## src/rtl/hdc_pkg.sv

```systemverilog
// rtl/hdc_pkg.sv - shared encodings and tokenizer for the HDC classify sequencer
package hdc_pkg;

    typedef enum logic [2:0] {
        DP_NOP    = 3'd0,
        DP_CLEAR  = 3'd1,
        DP_ACC    = 3'd2,
        DP_SUM    = 3'd3,
        DP_THRESH = 3'd4,
        DP_SIM    = 3'd5
    } dp_op_t;

    localparam logic [1:0] RES_SPAM = 2'b00;
    localparam logic [1:0] RES_HAM  = 2'b01;
    localparam logic [1:0] RES_NONE = 2'b11;

    typedef enum logic [3:0] {
        ST_IDLE,
        ST_CLEAR,
        ST_FETCH,
        ST_LATCH,
        ST_ACC,
        ST_SUM,
        ST_THRESH,
        ST_SIM,
        ST_COMPARE,
        ST_DONE
    } state_t;

    // Item-memory row for an ASCII byte: digits 1..10, letters 11..36 (case folded), else 0.
    function automatic logic [5:0] tokenize(input logic [7:0] c);
        logic [5:0] t;
        t = 6'd0;
        if (c >= 8'h41 && c <= 8'h5A)
            t = 6'(c - 8'd54);
        else if (c >= 8'h61 && c <= 8'h7A)
            t = 6'(c - 8'd86);
        else if (c >= 8'h30 && c <= 8'h39)
            t = 6'(c - 8'd47);
        return t;
    endfunction

endpackage

```

## src/rtl/hdc_sweep_cnt.sv

```systemverilog
// rtl/hdc_sweep_cnt.sv - chunk counter shared by every hypervector pass
module hdc_sweep_cnt #(
    parameter int CHUNKS = 625,
    parameter int CW     = 10
) (
    input  logic          i_clk,
    input  logic          i_reset,
    input  logic          i_run,
    output logic [CW-1:0] o_chunk,
    output logic          o_last,
    output logic          o_done
);

    logic [CW-1:0] r_chunk;
    logic          w_at_end;

    assign w_at_end = (r_chunk == CW'(CHUNKS - 1));

    // Advance one chunk per issued op; wrapping to 0 leaves the counter ready for the next pass.
    always_ff @(posedge i_clk) begin
        if (i_reset)
            r_chunk <= '0;
        else if (i_run)
            r_chunk <= w_at_end ? '0 : r_chunk + CW'(1);
    end

    assign o_chunk = r_chunk;
    assign o_last  = i_run && w_at_end;
    assign o_done  = i_run && w_at_end;

endmodule

```

## src/rtl/hdc_classify_ctrl.sv

```systemverilog
// rtl/hdc_classify_ctrl.sv - sequencer for the HDC spam/ham classification datapath
module hdc_classify_ctrl
    import hdc_pkg::*;
#(
    parameter int MAX_LENGTH = 200,
    parameter int NUM_CHAR   = 37,
    parameter int DIM        = 10000,
    parameter int LANES      = 16,
    localparam int CHUNKS    = DIM / LANES,
    localparam int CW        = (CHUNKS > 1) ? $clog2(CHUNKS) : 1,
    localparam int SYM_W     = $clog2(NUM_CHAR)
) (
    input  logic                i_clk,
    input  logic                i_reset,
    input  logic                i_start_valid,
    output logic                o_start_ready,
    input  logic [7:0]          i_msg_len,
    output logic                o_char_rd_en,
    output logic [7:0]          o_char_addr,
    input  logic [7:0]          i_char_data,
    output logic [2:0]          o_dp_op,
    output logic [CW-1:0]       o_dp_chunk,
    output logic [SYM_W-1:0]    o_dp_symbol,
    output logic                o_dp_last,
    input  logic signed [31:0]  i_score_ham,
    input  logic signed [31:0]  i_score_spam,
    output logic                o_res_valid,
    input  logic                i_res_ready,
    output logic signed [1:0]   o_result,
    output logic                o_busy
);

    localparam logic [7:0] MAX_L8 = 8'(MAX_LENGTH);

    state_t                r_state;
    dp_op_t                r_dp_op;
    logic                  r_char_rd_en;
    logic [7:0]            r_char_addr;
    logic [7:0]            r_len;
    logic [SYM_W-1:0]      r_dp_symbol;
    logic                  r_res_valid;
    logic signed [1:0]     r_result;
    logic [7:0]            w_len;
    logic                  w_run;
    logic                  w_done;
    logic                  w_last;
    logic [CW-1:0]         w_chunk;

    assign w_len = (i_msg_len > MAX_L8) ? MAX_L8 : i_msg_len;
    assign w_run = (r_dp_op != DP_NOP);

    hdc_sweep_cnt #(
        .CHUNKS (CHUNKS),
        .CW     (CW)
    ) u_sweep (
        .i_clk   (i_clk),
        .i_reset (i_reset),
        .i_run   (w_run),
        .o_chunk (w_chunk),
        .o_last  (w_last),
        .o_done  (w_done)
    );

    // Main sequencer: walks CLEAR, per-character FETCH/LATCH/ACC, then SUM/THRESH/SIM and the final compare.
    always_ff @(posedge i_clk) begin
        if (i_reset) begin
            r_state      <= ST_IDLE;
            r_dp_op      <= DP_NOP;
            r_char_rd_en <= 1'b0;
            r_char_addr  <= 8'd0;
            r_len        <= 8'd0;
            r_dp_symbol  <= '0;
            r_res_valid  <= 1'b0;
            r_result     <= RES_SPAM;
        end else begin
            case (r_state)
                ST_IDLE: begin
                    if (i_start_valid) begin
                        r_len       <= w_len;
                        r_char_addr <= 8'd0;
                        if (w_len == 8'd0) begin
                            r_state     <= ST_DONE;
                            r_res_valid <= 1'b1;
                            r_result    <= RES_NONE;
                        end else begin
                            r_state <= ST_CLEAR;
                            r_dp_op <= DP_CLEAR;
                        end
                    end
                end
                ST_CLEAR: begin
                    if (w_done) begin
                        r_state      <= ST_FETCH;
                        r_dp_op      <= DP_NOP;
                        r_char_rd_en <= 1'b1;
                    end
                end
                ST_FETCH: begin
                    r_char_rd_en <= 1'b0;
                    r_state      <= ST_LATCH;
                end
                ST_LATCH: begin
                    r_dp_symbol <= SYM_W'(tokenize(i_char_data));
                    r_state     <= ST_ACC;
                    r_dp_op     <= DP_ACC;
                end
                ST_ACC: begin
                    if (w_done) begin
                        if (r_char_addr == r_len - 8'd1) begin
                            r_state <= ST_SUM;
                            r_dp_op <= DP_SUM;
                        end else begin
                            r_state      <= ST_FETCH;
                            r_dp_op      <= DP_NOP;
                            r_char_rd_en <= 1'b1;
                            r_char_addr  <= r_char_addr + 8'd1;
                        end
                    end
                end
                ST_SUM: begin
                    if (w_done) begin
                        r_state <= ST_THRESH;
                        r_dp_op <= DP_THRESH;
                    end
                end
                ST_THRESH: begin
                    if (w_done) begin
                        r_state <= ST_SIM;
                        r_dp_op <= DP_SIM;
                    end
                end
                ST_SIM: begin
                    if (w_done) begin
                        r_state <= ST_COMPARE;
                        r_dp_op <= DP_NOP;
                    end
                end
                ST_COMPARE: begin
                    if (i_score_ham > i_score_spam)
                        r_result <= RES_HAM;
                    else if (i_score_ham < i_score_spam)
                        r_result <= RES_SPAM;
                    else
                        r_result <= RES_NONE;
                    r_res_valid <= 1'b1;
                    r_state     <= ST_DONE;
                end
                ST_DONE: begin
                    if (i_res_ready) begin
                        r_res_valid <= 1'b0;
                        r_state     <= ST_IDLE;
                    end
                end
                default: begin
                    r_state <= ST_IDLE;
                    r_dp_op <= DP_NOP;
                end
            endcase
        end
    end

    assign o_start_ready = (r_state == ST_IDLE);
    assign o_busy        = (r_state != ST_IDLE);
    assign o_char_rd_en  = r_char_rd_en;
    assign o_char_addr   = r_char_addr;
    assign o_dp_op       = r_dp_op;
    assign o_dp_chunk    = w_chunk;
    assign o_dp_symbol   = r_dp_symbol;
    assign o_dp_last     = w_last;
    assign o_res_valid   = r_res_valid;
    assign o_result      = r_result;

endmodule
```

## config.mk

```make
export PLATFORM = sky130hd
export DESIGN_NAME = hdc_classify_ctrl
export DESIGN_NICKNAME = d
export VERILOG_FILES = /design/src/rtl/hdc_pkg.sv /design/src/rtl/hdc_sweep_cnt.sv /design/src/rtl/hdc_classify_ctrl.sv
export SDC_FILE = /design/constraint.sdc
export NUM_CORES = 1
export LEC_CHECK = 0
export ABC_AREA = 1
export BUFFER_PORTS_ARGS = -buffer_cell sky130_fd_sc_hd__clkbuf_2
export CAP_MARGIN = 10
export CORE_UTILIZATION = 40
export DETAILED_ROUTE_END_ITERATION = 10
export PLACE_DENSITY_LB_ADDON = 0.12
export SYNTH_ARGS = -nofsm -noshare
export SYNTH_HDL_FRONTEND = slang
export SYNTH_SLANG_ARGS = --single-unit
```

## constraint.sdc

```tcl
create_clock -name i_clk -period 2.3 [get_ports i_clk]
set_input_delay 0.46 -clock i_clk [delete_from_list [all_inputs] [get_ports i_clk]]
set_output_delay 0.46 -clock i_clk [all_outputs]
set_load 0.005 [all_outputs]
```

After elaboration in Yosys (flattened, before gate mapping)
Cells that the tools add are included.

Add/subtract/negate cells: 6. $lt $le $gt $ge: 9. Eq/ne operators: 22. Mux-type cells: 40. Bitwise logic cells: 1. Reductions and logical operators: 21.

Operators with widths (count): $pmux W4 S10 (1); $gt A32 B32 Y1 (1); $lt A32 B32 Y1 (1); $mux W4 (8); $mux W8 (4); $mux W3 (7); $pmux W3 S7 (1); $mux W6 (3); $ne A2 B2 Y1 const B (9); $eq A4 B3 Y1 const B (4); $ge A8 B7 Y1 const B (2); $le A8 B7 Y1 const B (2); $pmux W8 S2 (1); $reduce_and A7 Y1 (2); $reduce_and A4 Y1 (3); $sub A6 B6 Y6 const B (2); $add A10 B1 Y10 const B (1); $eq A10 B10 Y1 const B (1); $mux W10 (1); $mux W2 (5); $reduce_bool A3 Y1 (3); $add A8 B1 Y8 const B (1); $eq A4 B2 Y1 const B (2); $eq A4 B4 Y1 const B (2); other kinds (21) (32).

Register bits after elaboration: 43. Output and inout bits: 34. Logic and storage cells: 108.

Longest topological paths before layout
Gate-level depths: netlist of the first run.

Depth in word-level cells: 6. Mapped depth: 17.

Modules after synthesis
From an unflattened synthesis of the first run, not the netlist that was laid out.

Cell total of the unflattened synthesis: 574. Area, all modules: 3672.3 sq um.

By module, submodules not included: hdc_classify_ctrl (times used 1, cells each 492, area an instance 3096.7 sq um, sequential area each 660.6 sq um); hdc_sweep_cnt (times used 1, cells each 82, area an instance 575.6 sq um, sequential area each 200.2 sq um).

Worst setup path before layout of the first run
OpenSTA, ideal clock, no wires.

Path type: flip-flop to flip-flop. Start: reg r_len[0]. End: reg r_char_addr[0] (netlist: o_char_addr[0]). Library setup time: 0.112 ns. Arrival: 1.596 ns. Data required time: 2.188 ns. Path slack: 0.592 ns. Cell stages (with the launch flop): 14. Path buffers: 0. Period minus slack after synthesis: 1.708 ns. Cells stage by stage: dfxtp_1 inv_2 ha_1 xnor2_1 a21oi_1 nand3b_1 nor2_2 nand3_2 nand2_4 nand2_8 nand2_8 inv_2 nor2_1 nor2_1.

Longest elaborated chain between the ends: 4.

RTL lines: start: declaration (line hdc_classify_ctrl.sv:39) `logic [7:0] r_len;`; start signal: assignment (line hdc_classify_ctrl.sv:79) `r_len <= w_len;`; $sub A8 B1 Y8 (line hdc_classify_ctrl.sv:109) `if (r_char_addr == r_len - 8'd1) begin`; $eq A8 B8 Y1 (line hdc_classify_ctrl.sv:109); $ne A2 B2 Y1 (no line); $reduce_and A4 Y1 (no line); end signal: assignment (line hdc_classify_ctrl.sv:116) `r_char_addr <= r_char_addr + 8'd1;`; end: declaration (line hdc_classify_ctrl.sv:38) `logic [7:0] r_char_addr;`.

Every way passes these cells. A chain may end at the register's enable or synchronous reset.

Final worst setup path of the first run
Start: reg u_sweep.r_chunk[0] (netlist: u_sweep.o_chunk[0]). End: out o_dp_last.

Longest elaborated chain between the ends: 2.

RTL lines: start: declaration (line hdc_sweep_cnt.sv:14) `logic [CW-1:0] r_chunk;`; start signal: assignment (line hdc_sweep_cnt.sv:24) `r_chunk <= w_at_end ? '0 : r_chunk + CW'(1);`; $eq A10 B10 Y1 (line hdc_sweep_cnt.sv:17) `assign w_at_end = (r_chunk == CW'(CHUNKS - 1));`; $logic_and A1 B1 Y1 (line hdc_sweep_cnt.sv:28) `assign o_last = i_run && w_at_end;`; end: declaration (line hdc_classify_ctrl.sv:24) `output logic o_dp_last,`.

Every way passes these cells.

==> impl_metrics.ini, run 1 <==
[die]
dieHeight_um = 98.7
fp-row-count = 34
die_area_mm2 = 0.00974
core_area_mm2 = 0.00889
initial_utilization = 0.420
die_x_um = 98.7
io-pin-count = 118

[timing]
tns_ns = 0
fin_crit_ns = 1.98
maxSlewViolCount = 0
rsz0062_at_grt = false
skew_ns = 0.00742
fin_ws_ns = 0.325
max-slew-margin-rel = 0.690
worstMarginPinSlew_ns = 0.465
hold_viol = 0
setup_viol = 0
clock.fmax_mhz = 506
holdWs_ns = 0.423
post-route-period-util = 0.859

[finish]
area_delta_synth_final_pct = 22.2
antenna_cells = 0
drive_above_1_share = 0.258
nFillCells = 893
stdcell_area_mm2 = 0.00457
layout.nets = 809
finish.utilization = 0.514
fin_cells = 790

[logic_synthesis]
synth_adder_area_share = 0.144
netlist_instances = 559
synth_xor_xnor_area_share = 0.0281
yosysWarnings = 0
ys.flop_type = dfxtp_1
yosys.area_share.simple = 0.337
async_flop_share = 0
synth_top_family_by_area = simple AND/OR/NAND/NOR gates
ys_seq_elements = 43
synth_cell_types = 48
synth_edf_count = 0
ys_seq_area_frac = 0.230
avgSynthCellArea_um2 = 6.69
synth_area_mm2 = 0.00374
synth_nets = 686
synth_mux_area_frac = 0
synth_compound_area_frac = 0.147

[setup_path]
rrSetupSlack_ns = 0.38
startpoint_type = flop
endpoint = o_dp_last
rr_endpoint = o_char_addr[2]$_SDFFE_PP0P_
reg2reg_from = u_sweep.o_chunk[0]$_SDFFE_PP0N_
crit_fanout = 4
cp-startpoint = u_sweep.o_chunk[0]$_SDFFE_PP0N_
worstPathArrival_ns = 1.52
crit_type = reg2out
endpoint_kind = primary output
ff2ff_path_depth = 9
cp.required_ns = 1.84

[placement]
placed_cell_area_mm2 = 0.00446
placed_cells = 782
io_buffers = 117
place_congestion = 0.868
dp_slack_ns = 0.352
hpwl_um = 7270

[power]
power_density_mw_per_mm2 = 689
clockPowerShare = 0.185
power_mw = 3.15
power.leakage_nw = 2.43
intPower_mw = 1.79
ir_worst_vdd_uv = 516
p_sw_frac = 0.431
p_switching_mw = 1.36
pwr-share-seq = 0.315
pwr-share-comb = 0.500

[routing]
wl_per_cell_um = 10.9
drt_iter0_drc = 143
drt-vias-per-instance = 4.80
drc = 0
num_vias = 3791
ant_nets = 0
dr.pass1.iters = 4
wl_um = 8640

[global_route]
grt_max_degree = 19
antenna_found_initial = 0
top_usage_layer = met2
grt_pass1_wl_um = 15200
met1_usage = 0.240
grt.overflow.total = 0
gr-usage-met2 = 0.327
grt_usage = 0.187
grt_use_met3 = 0.0333
grt_pass1_vias = 3587

[clock_network]
insertion_delay_ns = 0.30
cts_buffers = 5
cts.path.max_buffers = 2
cts_resized = 0
clock-sinks = 43
clkTransAtPathRegs_ns = 0.08
cts_max_level = 2
clockRootBuffer = clkbuf_8
cts_tree = yes

[status]
status = completed

[job]
cap_viol_max_count = 0

[worst_hold_path]
hp-class = in2reg
==> repair_timing <==
| item | 4_1_cts | 5_1_grt |
|---|---|---|
| setup endpoints to repair | 0 | 1 |
| hold buffers | 0 | 0 |
| buffers inserted | 0 | 1 |
| endpoints found under the hold margin | 0 | 0 |
==> how the worst min path moves through the flow <==
stage	to	slack (ns)	start	cells after the start
final	r_len[5]$_SDFFE_PP0P_	0.42	i_msg_len[5]	3
after global routing	r_len[5]$_SDFFE_PP0P_	0.41	i_msg_len[5]	3
after CTS	r_len[6]$_SDFFE_PP0P_	0.42	i_msg_len[6]	3
after detailed placement	o_result[0]$_SDFFE_PP0P_	0.46	o_result[0]$_SDFFE_PP0P_	2
after global placement	o_result[1]$_SDFFE_PP0P_	0.45	o_result[1]$_SDFFE_PP0P_	2
after floorplan	r_len[7]$_SDFFE_PP0P_	0.45	r_len[7]$_SDFFE_PP0P_	2
==> layout by cell type, fill, tap and decap left out, types with 2 or more instances in the layout <==
cell,count
nand2_1,127
clkbuf_2,117
inv_1,96
nor2_1,56
ha_1,43
dfxtp_1,43
a21oi_1,37
nand3_1,30
nor3_1,11
xor2_1,11
o21ai_0,10
a21oi_2,9
inv_2,8
nand2_2,6
nor2_2,5
nand4_1,5
nor3b_1,5
o22ai_1,5
o211ai_1,5
clkbuf_8,5
nand3_2,4
buf_4,4
a211oi_1,3
o21a_1,3
o32ai_1,3
nor2_8,2
nor2_4,2
nand3b_1,2
nand2_8,2
o21ai_2,2
==> sequential cells by signal (all words and copies together), names as in the netlist <==
| name | cells |
|---|---|
| u_sweep.o_chunk | 10 |
| o_char_addr | 8 |
| r_len | 8 |
| o_dp_symbol | 6 |
| r_state | 4 |
| o_dp_op | 3 |
| o_result | 2 |
| o_char_rd_en | 1 |
| o_res_valid | 1 |
==> power by group through the flow <==
stage | combinational, mW | clock, mW | sequential [mW]
floorplan | 1.17 | 0 | 0.993
global placement | 1.56 | 0 | 0.998
detailed placement | 1.57 | 0 | 1.01
CTS | 1.59 | 0.599 | 0.991
global route | 1.79 | 0.638 | 1.02
finish | 1.57 | 0.583 | 0.990
==> worst max-delay path, cell delays in order (launching register included) <==
cell and delay (ns):
dfxtp_1 0.35, inv_1 0.11, ha_1 0.15, inv_1 0.04, nor3_1 0.23, nand4_2 0.15
inv_1 0.08, clkbuf_2 0.11
==> cells in the mapped netlist (all sizes together) (2+ instances only) <==
master / number / share of area
o21ai: 13 / 0.019
xor2: 11 / 0.026
nand3: 34 / 0.051
o211ai: 5 / 0.010
clkbuf: 4 / 0.0040
a211oi: 3 / 0.0060
dfxtp: 43 / 0.23
nand3b: 2 / 0.0040
o22ai: 5 / 0.0084
o21a: 3 / 0.0060
nand2: 136 / 0.15
inv: 105 / 0.11
nor2: 65 / 0.081
ha: 43 / 0.14
or2: 2 / 0.0033
nor3b: 6 / 0.013
a21oi: 47 / 0.075
nor3: 12 / 0.017
o32ai: 3 / 0.0070
nand4: 6 / 0.012
==> area by class of cell <==
class | count | area [um2] | share of cell area
Multi-Input combinational cell | 406 | 2450 | 0.536
Sequential cell | 43 | 861 | 0.188
Timing Repair Buffer | 121 | 616 | 0.135
Inverter | 105 | 402 | 0.0879
Tap cell | 108 | 135 | 0.0296
Clock buffer | 5 | 68.8 | 0.0151
Clock inverter | 2 | 37.5 | 0.00821
==> routing by layer <==
| layer | vias up | wire, um |
|---|---|---|
| met3 | 10 | 424 |
| met2 | 111 | 3950 |
| met1 | 1633 | 4180 |
| met5 | - | 0 |
| met4 | 0 | 86 |
| li1 | 2037 | - |
==> logic make-up (layout without fill, tap and decap cells) <==
| family | Yosys count | after routing |
|---|---|---|
| AO/OA/AOI/OAI | 86 | 86 |
| XOR/XNOR | 12 | 12 |
| adder cells (fa/ha/maj) | 43 | 43 |
| buffers and inverters | 110 | 233 |
| flip-flops | 43 | 43 |
| AND/OR/NAND/NOR | 265 | 265 |
(Power assumes the default switching activity.)
==> run 2, diff against run 1 <==
--- a/config.mk
+++ b/config.mk
@@ -11,6 +11,7 @@
 export CORE_UTILIZATION = 40
 export DETAILED_ROUTE_END_ITERATION = 10
 export PLACE_DENSITY_LB_ADDON = 0.12
+export RECOVER_POWER = 100
 export SYNTH_ARGS = -nofsm -noshare
 export SYNTH_HDL_FRONTEND = slang
 export SYNTH_SLANG_ARGS = --single-unit
==> run 2 against run 1 <==
Compared with the run above: design area decreased by 1.2%; wire length increased by 0.73%; sequential power about the same; via count increased by 0.71%; die area unchanged; core utilization decreased by 0.59 points; combinational power decreased by 3%; clock power increased by 0.9%; clock skew increased by 0.0038 ns.
==> impl_metrics.ini, run 2 (synthesis results as in run 1) <==
[setup_path]
worstPathArrival_ns = 1.65
ff2ff_path_depth = 9
cpPeakStageDelay_ns = 0.61
crit_fanout = 6
cp.required_ns = 1.84
reg2reg_from = r_state[1]$_SDFFE_PP0P_
crit_type = reg2out
cp-startpoint = r_state[1]$_SDFFE_PP0P_
endpoint_kind = primary output
path_cells = or2_0 -> nor2_8 -> inv_8 -> clkbuf_1
cp_slowest_cell = or2_0
rr_endpoint = o_result[1]$_SDFFE_PP0P_
startpoint_type = flop
rrSetupSlack_ns = 0.26

[routing]
wl_um = 8700
drt-vias-per-instance = 4.83
ant_nets = 0
dr.pass1.iters = 4
num_vias = 3818
wl_per_cell_um = 11.0
drc = 0
drt_iter0_drc = 136

[clock_network]
cts.path.max_buffers = 2
cts_max_level = 2
cts_resized = 0
clkTransAtPathRegs_ns = 0.09
cts_buffers = 5
cts_tree = yes
insertion_delay_ns = 0.30
clock-sinks = 43
clockRootBuffer = clkbuf_8

[die]
core_area_mm2 = 0.00889
die_area_mm2 = 0.00974
io-pin-count = 118
fp-row-count = 34
dieHeight_um = 98.7
initial_utilization = 0.420
die_x_um = 98.7

[power]
pwr-share-comb = 0.493
ir_worst_vdd_uv = 517
power_density_mw_per_mm2 = 688
power.leakage_nw = 2.37
p_sw_frac = 0.434
clockPowerShare = 0.189
pwr-share-seq = 0.318
p_switching_mw = 1.35
intPower_mw = 1.76

[finish]
area_delta_synth_final_pct = 20.8
antenna_cells = 0
layout.nets = 809
largest_reg_flops = 10
final_common_cell = nand2_1
fin_cells = 790
stdcell_area_mm2 = 0.00452
drive_above_1_share = 0.220
final_cell_mix = 127 x nand2_1, 100 x clkbuf_2, 97 x inv_1

[timing]
maxSlewViolCount = 0
fin_crit_ns = 2.11
max-slew-margin-rel = 0.499
tns_ns = 0
worstMarginPinSlew_ns = 0.752
hold_viol = 0
holdWs_ns = 0.418
rsz0062_at_grt = false
setup_viol = 0
fin_ws_ns = 0.187
clock.fmax_mhz = 473
skew_ns = 0.0112
post-route-period-util = 0.919

[job]
cap_viol_max_count = 0

[global_route]
grt_max_degree = 19
grt_pass1_vias = 3587
antenna_found_initial = 0
grt_pass1_wl_um = 15200
grt.overflow.total = 0
grt_usage = 0.187

[placement]
io_buffers = 117
place_congestion = 0.868
placed_cell_area_mm2 = 0.00446
placed_cells = 782
hpwl_um = 7270
dp_slack_ns = 0.352

[worst_hold_path]
min-delay-start = i_msg_len[5]
hp-class = in2reg
holdPathEnd = r_len[5]$_SDFFE_PP0P_
hold_path_depth = 3

[status]
status = completed
[run 2: worst max-delay path by stage]
| stage | endpoint | slack, ns | cells past startpoint |
|---|---|---|---|
| CTS | o_dp_last | 0.14 | 7 |
| floorplan | o_char_addr[0]$_SDFFE_PP0P_ | 0.59 | 13 |
| detailed placement | o_result[1]$_SDFFE_PP0P_ | 0.35 | 13 |
| global placement | o_result[1]$_SDFFE_PP0P_ | 0.38 | 12 |
| finish | o_busy | 0.19 | 4 |
| global route | o_busy | 0.08 | 4 |
[run 2: area by class of cell]
class                      instances  area (um2)
sequential                        43         861
multi-input combinational        406        2420
tap                              108         135
clock buffer                       5        68.8
clock inverter                     2        37.5
timing repair buffer             121         591
inverter                         105         402
fill                             911        4370
[run 2: per-layer routing]
layer / vias up / track usage / share of wire
met4: 0 / 0.0413 / 0.0077
met5: - / 0 / 0
met1: 1660 / 0.240 / 0.49
met2: 109 / 0.327 / 0.46
li1: 2041 / - / -
met3: 8 / 0.0333 / 0.050
[run 2: through the flow]
| step | utilization | power, mW |
|---|---|---|
| floorplan | - | 2.16 |
| global placement | 0.501 | 2.56 |
| detailed placement | 0.501 | 2.58 |
| CTS | 0.513 | 3.18 |
| global route | 0.508 | 3.40 |
| finish | 0.508 | 3.11 |
[run 2: critical path: cells and delay by family, from the launching register on]
kind | cells | cell delay [ns]
simple gates | 2 | 0.71
flops | 1 | 0.39
buf+inv | 2 | 0.26
[run 2: what timing repair did]
action / CTS / global route
buffers inserted: 0 / 1
hold buffers: 0 / 0
endpoints found under the setup margin: 0 / 1
[run 2: power groups by stage]
| stage | Combinational, mW | Clock, mW | Sequential (mW) |
|---|---|---|---|
| 2_1_floorplan | 1.17 | 0 | 0.993 |
| 3_3_place_gp | 1.56 | 0 | 0.998 |
| 5_1_grt | 1.75 | 0.638 | 1.01 |
| 6_report | 1.53 | 0.588 | 0.989 |
| 4_1_cts | 1.59 | 0.599 | 0.991 |
| 3_5_place_dp | 1.57 | 0 | 1.01 |
==> run 3, diff against run 2 <==
--- a/config.mk
+++ b/config.mk
@@ -10,7 +10,8 @@
 export CAP_MARGIN = 10
 export CORE_UTILIZATION = 40
 export DETAILED_ROUTE_END_ITERATION = 10
-export PLACE_DENSITY_LB_ADDON = 0.12
+export GPL_TIMING_DRIVEN = 0
+export PLACE_DENSITY = 0.75
 export RECOVER_POWER = 100
 export SYNTH_ARGS = -nofsm -noshare
 export SYNTH_HDL_FRONTEND = slang
==> run 3 against run 2 <==
Compared with the run above: sequential cell count did not move; sequential share of layout area grew 0.080 points; die area is the same; clock skew fell by 0.0072 ns; wire length is 3.1% higher; core utilization down 0.21 points; first-iteration DRC count grew 21%; critical path depth rose by 2; combinational power is essentially flat; non-clock buffer count rose by 2; fmax rose by 0.80%; largest cell class unchanged; largest power group unchanged.
==> impl_metrics.ini, run 3 (synthesis results as in run 1) <==
[finish]
layout.nets = 811
antenna_cells = 0
largest_reg_flops = 10
stdcell_area_mm2 = 0.00450
final_common_cell = nand2_1
area_delta_synth_final_pct = 20.3
final_cell_mix = 128 x nand2_1, 99 x clkbuf_2, 96 x inv_1
finish.utilization = 0.506
drive_above_1_share = 0.216

[timing]
fin_crit_ns = 2.10
tns_ns = 0
worstMarginPinSlew_ns = 0.928
rsz0062_at_grt = false
clock.fmax_mhz = 477
post-route-period-util = 0.911
skew_ns = 0.00403
hold_viol = 0
maxSlewViolCount = 0
max-slew-margin-rel = 0.375
setup_viol = 0

[die]
io-pin-count = 118
dieHeight_um = 98.7
die_area_mm2 = 0.00974
core_area_mm2 = 0.00889
fp-row-count = 34
initial_utilization = 0.420
die_x_um = 98.7

[clock_network]
clkTransAtPathRegs_ns = 0.08
cts_tree = yes
insertion_delay_ns = 0.29
hold_buffers = 0
cts.path.max_buffers = 2
clock-sinks = 43
cts_max_level = 2
clockRootBuffer = clkbuf_8
cts_buffers = 5

[setup_path]
cpPeakStageDelay_ns = 0.75
path_cells = or2_1 -> buf_6 -> nor2_8 -> inv_2 -> o21ai_0 -> o32ai_1
rr_endpoint = r_len[1]$_SDFFE_PP0P_
worstPathArrival_ns = 2.23
endpoint = r_len[1]$_SDFFE_PP0P_
reg2reg_from = r_state[1]$_SDFFE_PP0P_
rrSetupSlack_ns = 0.20
startpoint_type = flop
critPathTopFamily = compound AO/OA/AOI/OAI gates
crit_fanout = 8
cp.required_ns = 2.43
cp.depth = 6
crit_type = reg2reg
ff2ff_path_depth = 6
endpoint_kind = flop
cp-startpoint = r_state[1]$_SDFFE_PP0P_
cp_slowest_cell = o21ai_0
crit_buf_inv = 2

[status]
status = completed

[routing]
drt-vias-per-instance = 4.92
num_vias = 3905
wl_um = 8970
wl_per_cell_um = 11.3
drt_iter0_drc = 165
drc = 0
dr.pass1.iters = 6
ant_nets = 0

[power]
power_density_mw_per_mm2 = 674
power.leakage_nw = 2.36
ir_worst_vdd_uv = 296

[global_route]
grt_pass1_vias = 3809
grt_max_degree = 13
grt_usage = 0.195
grt.overflow.total = 0
grt_pass1_wl_um = 15800
antenna_found_initial = 0

[placement]
place_congestion = 0.844
hpwl_um = 7520
placed_cell_area_mm2 = 0.00445
io_buffers = 116

[job]
cap_viol_max_count = 0

[worst_hold_path]
hp-class = in2reg
[run 3: cell types whose count changed in the layout (fill, tap and decap cells not counted), moves of 2 or more]
cell,delta
clkbuf_1,+4
buf_4,-2
clkbuf_8,+2
o21ai_0,+2
inv_2,+2
[run 3: what timing repair did]
item | 4_1_cts | 5_1_grt
setup buffers | 0 | 2
gates resized for setup | 0 | 0
endpoints found under the setup margin | 0 | 1
[run 3: routing by layer]
metal	wire length, um	GRT usage	vias up
met4	87	0.0356	0
met2	4430	0.371	116
li1	-	-	2046
met5	0	0	-
met3	445	0.0312	13
met1	4000	0.231	1730
[run 3: tightest hold or removal path, cell delays in order]
cell and delay, ns:
clkbuf_2 0.09, inv_1 0.04, o32ai_1 0.07
[run 3: where the power goes]
part | total (mW) | internal [mW] | switching (mW)
clock | 0.523 | 0.274 | 0.249
combinational | 1.52 | 0.575 | 0.944
sequential | 0.989 | 0.876 | 0.112
[run 3: how the worst min path moves through the flow]
| stage | from | endpoint | slack, ns | depth (start not counted) |
|---|---|---|---|---|
| detailed placement | o_result[0]$_SDFFE_PP0P_ | o_result[0]$_SDFFE_PP0P_ | 0.46 | 2 |
| CTS | i_msg_len[2] | r_len[2]$_SDFFE_PP0P_ | 0.42 | 3 |
| finish | i_msg_len[2] | r_len[2]$_SDFFE_PP0P_ | 0.42 | 3 |
| global route | i_msg_len[2] | r_len[2]$_SDFFE_PP0P_ | 0.43 | 3 |
| floorplan | r_len[7]$_SDFFE_PP0P_ | r_len[7]$_SDFFE_PP0P_ | 0.45 | 2 |
| global placement | o_result[1]$_SDFFE_PP0P_ | o_result[1]$_SDFFE_PP0P_ | 0.45 | 2 |
[run 3: layout make-up]
class                      count  area, um2
inverter                     105        394
fill                         922       4390
clock buffer                   8        100
multi-input combinational    406       2410
tap                          108        135
timing repair buffer         118        574
buffer                         5       26.3
sequential                    43        861
[run 3: metrics by stage]
step	setup slack [ns]	cells	power, mW	hold slack, ns
floorplan	0.592	559	2.16	0.454
global placement	0.345	783	2.56	0.453
detailed placement	0.304	783	2.60	0.463
CTS	0.170	791	3.13	0.420
global route	0.0374	793	3.32	0.430
finish	0.204	793	3.03	0.424
